## src/rtl/pipeline_stage_ctrl_pkg.sv

```systemverilog
// Shared constants for the pipeline stage controller: FSM encodings,
// stage indices and the drain-length helper.
package pipeline_stage_ctrl_pkg;

    localparam logic [2:0] ST_IDLE  = 3'd0;
    localparam logic [2:0] ST_RUN   = 3'd1;
    localparam logic [2:0] ST_STEP  = 3'd2;
    localparam logic [2:0] ST_DRAIN = 3'd3;
    localparam logic [2:0] ST_DONE  = 3'd4;

    localparam int STG_IF  = 0;
    localparam int STG_ID  = 1;
    localparam int STG_EX  = 2;
    localparam int STG_MEM = 3;
    localparam int STG_WB  = 4;

    // Instructions already past ID need one cycle per remaining stage to retire.
    function automatic int drain_len(input int num_stages);
        return num_stages - 2;
    endfunction

endpackage

```

## src/rtl/pipeline_stage_ctrl_if.sv

```systemverilog
// Debug/hazard request inputs and stage-control outputs of the controller.
interface pipeline_stage_ctrl_if #(
    parameter int NUM_STAGES = 5,
    parameter int CNT_WIDTH  = 32
);
    logic                  i_run;
    logic                  i_step;
    logic                  i_halt;
    logic                  i_hazard_stall;
    logic                  i_jump;
    logic                  i_program_end;
    logic [NUM_STAGES-1:0] o_stage_enable;
    logic [NUM_STAGES-1:0] o_stage_flush;
    logic [2:0]            o_state;
    logic                  o_done;
    logic [CNT_WIDTH-1:0]  o_cycle_count;

    modport master (
        output i_run, i_step, i_halt, i_hazard_stall, i_jump, i_program_end,
        input  o_stage_enable, o_stage_flush, o_state, o_done, o_cycle_count
    );

    modport slave (
        input  i_run, i_step, i_halt, i_hazard_stall, i_jump, i_program_end,
        output o_stage_enable, o_stage_flush, o_state, o_done, o_cycle_count
    );
endinterface

```

## src/rtl/pipeline_stage_ctrl_sat_counter.sv

```systemverilog
// Up-counter that sticks at all-ones instead of wrapping.
module sat_counter #(
    parameter int WIDTH = 32
) (
    input  logic             clk,
    input  logic             reset,
    input  logic             inc,
    output logic [WIDTH-1:0] count
);

    // Count enabled cycles, holding at the maximum value.
    always_ff @(posedge clk) begin
        if (reset) begin
            count <= '0;
        end else if (inc && (count != {WIDTH{1'b1}})) begin
            count <= count + WIDTH'(1);
        end
    end

endmodule

```

## src/rtl/pipeline_stage_ctrl.sv

```systemverilog
// Pipeline stage controller: run/step/drain sequencing for the debug unit,
// with per-stage enables and bubble inserts for hazards and jumps.
module pipeline_stage_ctrl
    import pipeline_stage_ctrl_pkg::*;
#(
    parameter int NUM_STAGES = 5,
    parameter int CNT_WIDTH  = 32
) (
    input logic                  i_clk,
    input logic                  i_reset,
    pipeline_stage_ctrl_if.slave bus
);

    localparam int DRAIN_LEN = drain_len(NUM_STAGES);

    logic [2:0]            state_r;
    logic [2:0]            next_state_s;
    logic [3:0]            drain_cnt_r;
    logic                  done_r;
    logic [NUM_STAGES-1:0] enable_s;
    logic [NUM_STAGES-1:0] flush_s;
    logic [CNT_WIDTH-1:0]  cycle_count_s;

    // Next-state selection and combinational stage enable/flush pattern.
    always_comb begin
        next_state_s = state_r;
        enable_s     = '0;
        flush_s      = '0;
        case (state_r)
            ST_IDLE: begin
                if (bus.i_halt) begin
                    next_state_s = ST_IDLE;
                end else if (bus.i_run) begin
                    next_state_s = ST_RUN;
                end else if (bus.i_step) begin
                    next_state_s = ST_STEP;
                end else begin
                    next_state_s = ST_IDLE;
                end
            end
            ST_RUN, ST_STEP: begin
                enable_s = '1;
                // A stall bubble in EX supersedes killing the wrong-path ID slot.
                if (bus.i_hazard_stall) begin
                    enable_s[STG_IF] = 1'b0;
                    enable_s[STG_ID] = 1'b0;
                    flush_s[STG_EX]  = 1'b1;
                end else if (bus.i_jump) begin
                    flush_s[STG_ID]  = 1'b1;
                end else begin
                    flush_s = '0;
                end
                if (bus.i_halt) begin
                    next_state_s = ST_IDLE;
                end else if (bus.i_program_end) begin
                    next_state_s = ST_DRAIN;
                end else if (state_r == ST_STEP) begin
                    next_state_s = ST_IDLE;
                end else begin
                    next_state_s = ST_RUN;
                end
            end
            ST_DRAIN: begin
                enable_s         = '1;
                enable_s[STG_IF] = 1'b0;
                enable_s[STG_ID] = 1'b0;
                if (drain_cnt_r == 4'd0) begin
                    flush_s[STG_EX] = 1'b1;
                end else begin
                    flush_s = '0;
                end
                if (drain_cnt_r == 4'(DRAIN_LEN - 1)) begin
                    next_state_s = ST_DONE;
                end else begin
                    next_state_s = ST_DRAIN;
                end
            end
            ST_DONE: begin
                next_state_s = ST_DONE;
            end
            default: begin
                next_state_s = ST_IDLE;
            end
        endcase
        if (i_reset) begin
            next_state_s = ST_IDLE;
            enable_s     = '0;
            flush_s      = '0;
        end else begin
            next_state_s = next_state_s;
        end
    end

    // State, drain progress and done flag registers.
    always_ff @(posedge i_clk) begin
        if (i_reset) begin
            state_r     <= ST_IDLE;
            drain_cnt_r <= 4'd0;
            done_r      <= 1'b0;
        end else begin
            state_r     <= next_state_s;
            drain_cnt_r <= ((state_r == ST_DRAIN) && (next_state_s == ST_DRAIN))
                           ? drain_cnt_r + 4'd1 : 4'd0;
            done_r      <= (next_state_s == ST_DONE);
        end
    end

    sat_counter #(.WIDTH(CNT_WIDTH)) u_cycle_cnt (
        .clk   (i_clk),
        .reset (i_reset),
        .inc   (|enable_s),
        .count (cycle_count_s)
    );

    assign bus.o_stage_enable = enable_s;
    assign bus.o_stage_flush  = flush_s;
    assign bus.o_state        = state_r;
    assign bus.o_done         = done_r;
    assign bus.o_cycle_count  = cycle_count_s;

endmodule

```

## src/flat_wrapper.sv

```systemverilog
// flat-port wrapper written by rule: the top's interface ports become plain ports
module pipeline_stage_ctrl_flat import pipeline_stage_ctrl_pkg::*;
#(
    parameter int NUM_STAGES = 5,
    parameter int CNT_WIDTH  = 32
)
  (i_clk, i_reset, bus_i_run, bus_i_step, bus_i_halt, bus_i_hazard_stall, bus_i_jump, bus_i_program_end, bus_o_stage_enable, bus_o_stage_flush, bus_o_state, bus_o_done, bus_o_cycle_count);
  pipeline_stage_ctrl_if #(.NUM_STAGES(NUM_STAGES), .CNT_WIDTH(CNT_WIDTH)) bus_i ();
  input logic i_clk;
  input logic i_reset;
  input wire logic [$bits(bus_i.i_run)-1:0] bus_i_run;
  input wire logic [$bits(bus_i.i_step)-1:0] bus_i_step;
  input wire logic [$bits(bus_i.i_halt)-1:0] bus_i_halt;
  input wire logic [$bits(bus_i.i_hazard_stall)-1:0] bus_i_hazard_stall;
  input wire logic [$bits(bus_i.i_jump)-1:0] bus_i_jump;
  input wire logic [$bits(bus_i.i_program_end)-1:0] bus_i_program_end;
  output wire logic [$bits(bus_i.o_stage_enable)-1:0] bus_o_stage_enable;
  output wire logic [$bits(bus_i.o_stage_flush)-1:0] bus_o_stage_flush;
  output wire logic [$bits(bus_i.o_state)-1:0] bus_o_state;
  output wire logic [$bits(bus_i.o_done)-1:0] bus_o_done;
  output wire logic [$bits(bus_i.o_cycle_count)-1:0] bus_o_cycle_count;
  assign bus_i.i_run = bus_i_run;
  assign bus_i.i_step = bus_i_step;
  assign bus_i.i_halt = bus_i_halt;
  assign bus_i.i_hazard_stall = bus_i_hazard_stall;
  assign bus_i.i_jump = bus_i_jump;
  assign bus_i.i_program_end = bus_i_program_end;
  assign bus_o_stage_enable = bus_i.o_stage_enable;
  assign bus_o_stage_flush = bus_i.o_stage_flush;
  assign bus_o_state = bus_i.o_state;
  assign bus_o_done = bus_i.o_done;
  assign bus_o_cycle_count = bus_i.o_cycle_count;
  pipeline_stage_ctrl #(.NUM_STAGES(NUM_STAGES), .CNT_WIDTH(CNT_WIDTH)) u_core (.i_clk(i_clk), .i_reset(i_reset), .bus(bus_i));
endmodule
```

## config.mk

```make
export PLATFORM = sky130hd
export DESIGN_NAME = pipeline_stage_ctrl_flat
export DESIGN_NICKNAME = d
export VERILOG_FILES = /design/src/rtl/pipeline_stage_ctrl_pkg.sv /design/src/rtl/pipeline_stage_ctrl_if.sv /design/src/rtl/pipeline_stage_ctrl_sat_counter.sv /design/src/rtl/pipeline_stage_ctrl.sv /design/src/flat_wrapper.sv
export SDC_FILE = /design/constraint.sdc
export NUM_CORES = 1
export LEC_CHECK = 0
export CAP_MARGIN = 20
export CORE_ASPECT_RATIO = 1.75
export CORE_MARGIN = 2
export CORE_UTILIZATION = 51
export CTS_BUF_LIST = sky130_fd_sc_hd__clkbuf_2 sky130_fd_sc_hd__clkbuf_4 sky130_fd_sc_hd__clkbuf_8
export DETAILED_ROUTE_END_ITERATION = 6
export PLACE_DENSITY = 0.82
export SLEW_MARGIN = 10
export SYNTH_ARGS = -nofsm -noshare
export SYNTH_HDL_FRONTEND = slang
export SYNTH_HIERARCHICAL = 1
export SYNTH_SLANG_ARGS = --single-unit
export TNS_END_PERCENT = 50
```

## constraint.sdc

```tcl
create_clock -name i_clk -period 3.5 [get_ports i_clk]
set_input_delay 1.05 -clock i_clk [delete_from_list [all_inputs] [get_ports i_clk]]
set_output_delay 1.05 -clock i_clk [all_outputs]
set_load 0.01 [all_outputs]
```

# --- Word level (Yosys, flattened, before mapping) ---
# Index checks and enable logic that the tools add are counted.
totals:
  input_bits: 8
  word_cells: 40
  out_inout_bits: 46
  register_bits: 40
classes:
  add_sub_neg: 2
  n_eq_ne: 8
  reduce_logical: 7
  n_mux: 18
  bitwise: 1
ops:
  columns: ["operator", "count"]
  rows:
  - ["adder 32 x 1 -> 32 bit, second input constant", 1]
  - ["inequality test 32 bit, second input constant", 1]
  - ["two-way mux 3 bit", 7]
  - ["one-hot mux 3 bit (4 select lines)", 1]
  - ["one-hot mux 5 bit (2 select lines)", 1]
  - ["== test 3 x 2 -> 1 bit, second input constant", 3]
  - ["== test 3 bit, second input constant", 2]
  - ["two-way mux 2 bit", 3]
  - ["one-hot mux 3 bit (2 select lines)", 1]
  - ["two-way mux 5 bit", 1]
  - ["OR reduction 5 bit", 1]
  - ["adder 4 x 1 -> 4 bit, second input constant", 1]
  - ["== test 4 x 2 -> 1 bit, second input constant", 1]
  - ["logical NOT 4 bit", 1]
  - ["two-way mux 1 bit", 4]
  - ["OR reduction 2 bit", 2]
  - ["== test 3 x 1 -> 1 bit, second input constant", 1]
  - ["logical NOT 3 bit", 1]
  - ["logical AND 1 bit", 2]
  - ["inverter 1 bit", 1]

# --- Longest topological paths before layout ---
logic_depth:
  word_depth: 10
  depth_mapped: 8
  ltp_nobuf: 7

# --- Hierarchy ---
# Netlist, hierarchy kept.
by_module_without_submodules:
  columns: ["module", "area_each_um2", "cells_per_inst", "n_inst"]
  rows:
  - ["sat_counter", 1674.1, 199, 1]
  - ["pipeline_stage_ctrl", 533.0, 62, 1]

# --- Least setup slack after synthesis ---
# Ideal clock, no wire load.
synth_path:
  kind: "in2reg"
  startpoint: "input port i_reset"
  endpoint: "register u_core.u_cycle_cnt.count[31]"
  cell_stages: 8
  setup_ns: 0.121
  arrival_time_ns: 3.090
  path_slack_ns: 0.289
  path_buffers: 1
  cell_sequence: "or2_1 buf_6 nor2_1 nand4_1 nor4_2 nand4_1 nor4_1 mux2_2"
synth_between:
  elab_chain_len: 3
synth_lines:
  columns: ["element", "line", "text"]
  rows:
  - ["start, declared", "flat_wrapper.sv:10", "input logic i_reset;"]
  - ["two-way mux 5 bit", "pipeline_stage_ctrl.sv:85", "if (i_reset) begin"]
  - ["OR reduction 5 bit", "pipeline_stage_ctrl.sv:111", ".inc (|enable_s),"]
  - ["logical AND 1 bit", "pipeline_stage_ctrl_sat_counter.sv:15", "end else if (inc && (count != {WIDTH{1'b1}})) begin"]
  - ["end signal, assigned", "pipeline_stage_ctrl_sat_counter.sv:16", "count <= count + WIDTH'(1);"]
  - ["end, declared", "pipeline_stage_ctrl_sat_counter.sv:8", "output logic [WIDTH-1:0] count"]
# Several ways; a longest one is shown, not always the timed one.
# A chain may end at the register's enable or synchronous reset.

# --- Final worst setup path ---
layout_path:
  startpoint: "input port i_reset"
  endpoint: "output port bus_o_stage_enable[4]"
layout_between:
  elab_chain_len: 1
layout_lines:
  columns: ["element", "line", "text"]
  rows:
  - ["two-way mux 5 bit", "pipeline_stage_ctrl.sv:85", null]
  - ["end, declared", "flat_wrapper.sv:17", "output wire logic [$bits(bus_i.o_stage_enable)-1:0] bus_o_stage_enable;"]
# No other way between the ends.

==> run summary <==
==========================================================================================
Clock sink count                                                                        40
Longest Clk Path Bufs                                                                    2
Critical path class                                                                 in2out
Number of detailed-routing iterations run before antenna repair                          4
Starting DRC count in detailed routing                                                  41
Hold violation count in the final report                                                 0
Initial core utilization                                                             53.2%
Post-route design area                                                           2830 um^2
Horizontal die dimension                                                           53.7 um
Required time worst endpoint                                                       2.45 ns
Via/cell ratio                                                                        5.96
Initial antenna violation count                                                          0
Instance count of the mapped netlist                                                   261
Total global routing overflow                                                            0
Power density over the cells                                                   289 nW/um^2
Top-level port count                                                                    54
Core area                                                                        4150 um^2
Min-Delay Path Depth                                                                     1
YS warnings                                                                              6
Worst setup slack before clock tree synthesis                                    -0.209 ns
Leakage component of the power                                                    0.935 nW
Total GRT Usage                                                                      23.0%
Total inserted antenna cells                                                             0
Worst setup SP type                                                             input port
Number of max-slew violations in the final report                                        0
Routed length per placed instance                                                  14.7 um
Post-synthesis sequential area ratio                                                 36.3%
Number of synthesized flops with an enable pin                                           0
Highest attainable clock frequency                                               0.294 GHz
Top cell type by total area after synthesis                                        dfxtp_1
Summed instance area of the synthesized netlist                                  2210 um^2
Distinct cells, synth                                                                   51
Pin slew with the least headroom to its limit                                     0.650 ns
Remaining number of nets flagged by the antenna check after routing                      0
Most used standard cells in the synthesized netlist                           40 x dfxtp_1, 27 x a21oi_1, 19 x nor2_1, 14 x nand3_1
Via count of the routed design                                                       2,138
Clock insertion delay at the later pin of the skew report                          0.29 ns
Post-route clock skew                                                           0.00253 ns
First-pass GRT wire length                                                         8.54 mm
Area growth from synthesis to layout                                                 28.0%
Num rows                                                                                31
Fraction of final layout cells with drive strength greater than 1                    10.6%
R2R Path End                                                                  u_core/u_cycle_cnt/count[31]
Launching point of the worst reg2reg path                                     u_core/bus.o_state[2]
Number of max-cap violations                                                             0
Synth top area share                                                                 36.3%
Final critical delay including setup and external delays                           3.40 ns
Endpoint kind of the worst setup timing path                                   output port
Worst slew margin                                                                    56.3%
Predominant post-synthesis flop cell                                               dfxtp_1
Hold path endpoint                                                            u_core/drain_cnt_r[0]
Post-route setup slack                                                           0.0962 ns
Final total power                                                               0.000815 W
Final-report setup violation count                                                       0
Vias in the first global route                                                       1,929
Cell at the root of the clock tree                                                clkbuf_8
Filler cell count in the final layout                                                  361
Launch instance of the worst min-delay path                                   u_core/drain_cnt_r[0]
Leading cell type by number of instances after synthesis                           dfxtp_1
Clock edge transition at the registers on the reported setup and hold paths        0.07 ns
Synth Area per Inst                                                              8.46 um^2
Setup repair after global routing missed its margin                                  false
Clock tree from TritonCTS                                                              yes
Placed standard-cell area                                                        2740 um^2
Chip height                                                                        91.0 um
Hold crit path type                                                                reg2reg
Async S/R FF share, synth                                                               0%
FF+latch count, synth                                                                   40
Critical Path Source                                                               i_reset
Total Routed Length                                                                5.29 mm
Count of input and output buffers                                                       50
H-tree depth                                                                             2
Highest net fanout along the worst path                                                  6
R2R cell count                                                                           9
Sum of net half-perimeters after detailed placement                                3.86 mm
Maximum number of pins on one net before global-route repair                            39
Reg2reg setup slack                                                                1.05 ns
Number of buffers created by CTS                                                         5
Global placement routability congestion                                              0.743
Synth top area cells                                                          dfxtp_1 36%, a21oi_1 6.1%, o31ai_1 4.1%
Total Nets Final                                                                       322
Status                                                                           completed
Final Cycle Share                                                                    97.3%
Worst path arrival time                                                            2.35 ns
Total die area                                                                   4890 um^2
Worst IR Drop VDD                                                               0.000264 V
Post-detailed-route DRC marker count                                                     0
==========================================================================================
[placed cells by master, fill, tap and decap left out, drive strengths merged, types with 5 or more instances in the layout]
| master | synthesis | routed |
|---|---|---|
| clkdlybuf4s50 | 0 | 43 |
| dfxtp | 40 | 40 |
| a21oi | 27 | 27 |
| nor2 | 20 | 20 |
| nand3 | 15 | 15 |
| or3 | 13 | 13 |
| nand2 | 12 | 12 |
| or4 | 12 | 12 |
| o31ai | 12 | 12 |
| buf | 12 | 10 |
| nand4 | 10 | 10 |
| o21ai | 9 | 9 |
| xnor2 | 8 | 8 |
| dlygate4sd2 | 0 | 6 |
| inv | 6 | 6 |
| clkbuf | 8 | 6 |
| nor4 | 5 | 5 |
[through the flow]
step | hold WS [ns] | instances | util [%] | setup TNS, ns
floorplan | 0.430 | 263 | - | 0
global placement | 0.447 | 351 | 65.9 | -0.653
detailed placement | 0.475 | 351 | 65.9 | -1.09
CTS | 0.488 | 358 | 67.8 | -0.106
global route | 0.520 | 359 | 68.1 | 0
finish | 0.482 | 359 | 68.1 | 0
[critical path, cell delays in order]
cell	delay, ns
clkdlybuf4s50_1	0.42
or2_1	0.25
buf_4	0.17
nor2_1	0.17
dlygate4sd2_1	0.29
[routing by layer]
layer | wire length [um] | global-route usage (%) | vias to the layer above | share of wire (%)
met2 | 2950 | 41.4 | 57 | 56
met3 | 256 | 4.77 | 7 | 4.8
li1 | - | - | 1059 | -
met1 | 2000 | 24.1 | 1015 | 38
met5 | 0 | 0 | - | 0
met4 | 85 | 9.62 | 0 | 1.6
[sequential cells by signal, indices dropped and copies added (netlist names)]
name                      count
u_core/u_cycle_cnt/count     32
u_core/drain_cnt_r            4
u_core/bus.o_state            3
u_core/bus.o_done             1
[what timing repair did]
action	CTS	global route
hold endpoints to repair	0	0
gates resized for setup	7	1
endpoints found under the setup margin	7	1
hold buffers	0	0
setup buffers	0	1
pin swaps	0	1
[worst max-delay path by stage]
stage / endpoint / slack (ns)
detailed placement: bus_o_stage_flush[1] / -0.21
floorplan: u_core/u_cycle_cnt/count[31] / 0.29
CTS: bus_o_stage_flush[1] / -0.11
global placement: bus_o_stage_flush[1] / -0.14
finish: bus_o_stage_enable[4] / 0.1
global route: bus_o_stage_enable[3] / 0.07
[cells by family (layout without fill, tap and decap cells)]
group,Yosys count,count (layout),share of synthesized area [%]
mux,3,3,1.47
compound gates,59,59,17.5
flops,40,40,36.3
xor+xnor,10,10,3.97
simple gates,118,118,32.2
fa+ha+maj,4,4,2.27
other cells,1,3,0.170
buf+inv,26,73,6.18
[final cells by class]
type                       instances  area [um^2]  area share, %
multi-input combinational        197         1290           45.6
sequential                        40          801           28.3
timing repair buffer              60          571           20.2
clock buffer                       6         76.3           2.70
tap                               49         61.3           2.17
inverter                           6         22.5          0.797
clock inverter                     1         5.00          0.177
[power by group]
part           leakage, nW  switching [W]  internal (W)
logic                0.568      0.0000280     0.0000281
registers            0.322     0.00000542      0.000457
clock network       0.0445       0.000153      0.000143
Note: power is estimated with default switching activity, not from simulation.
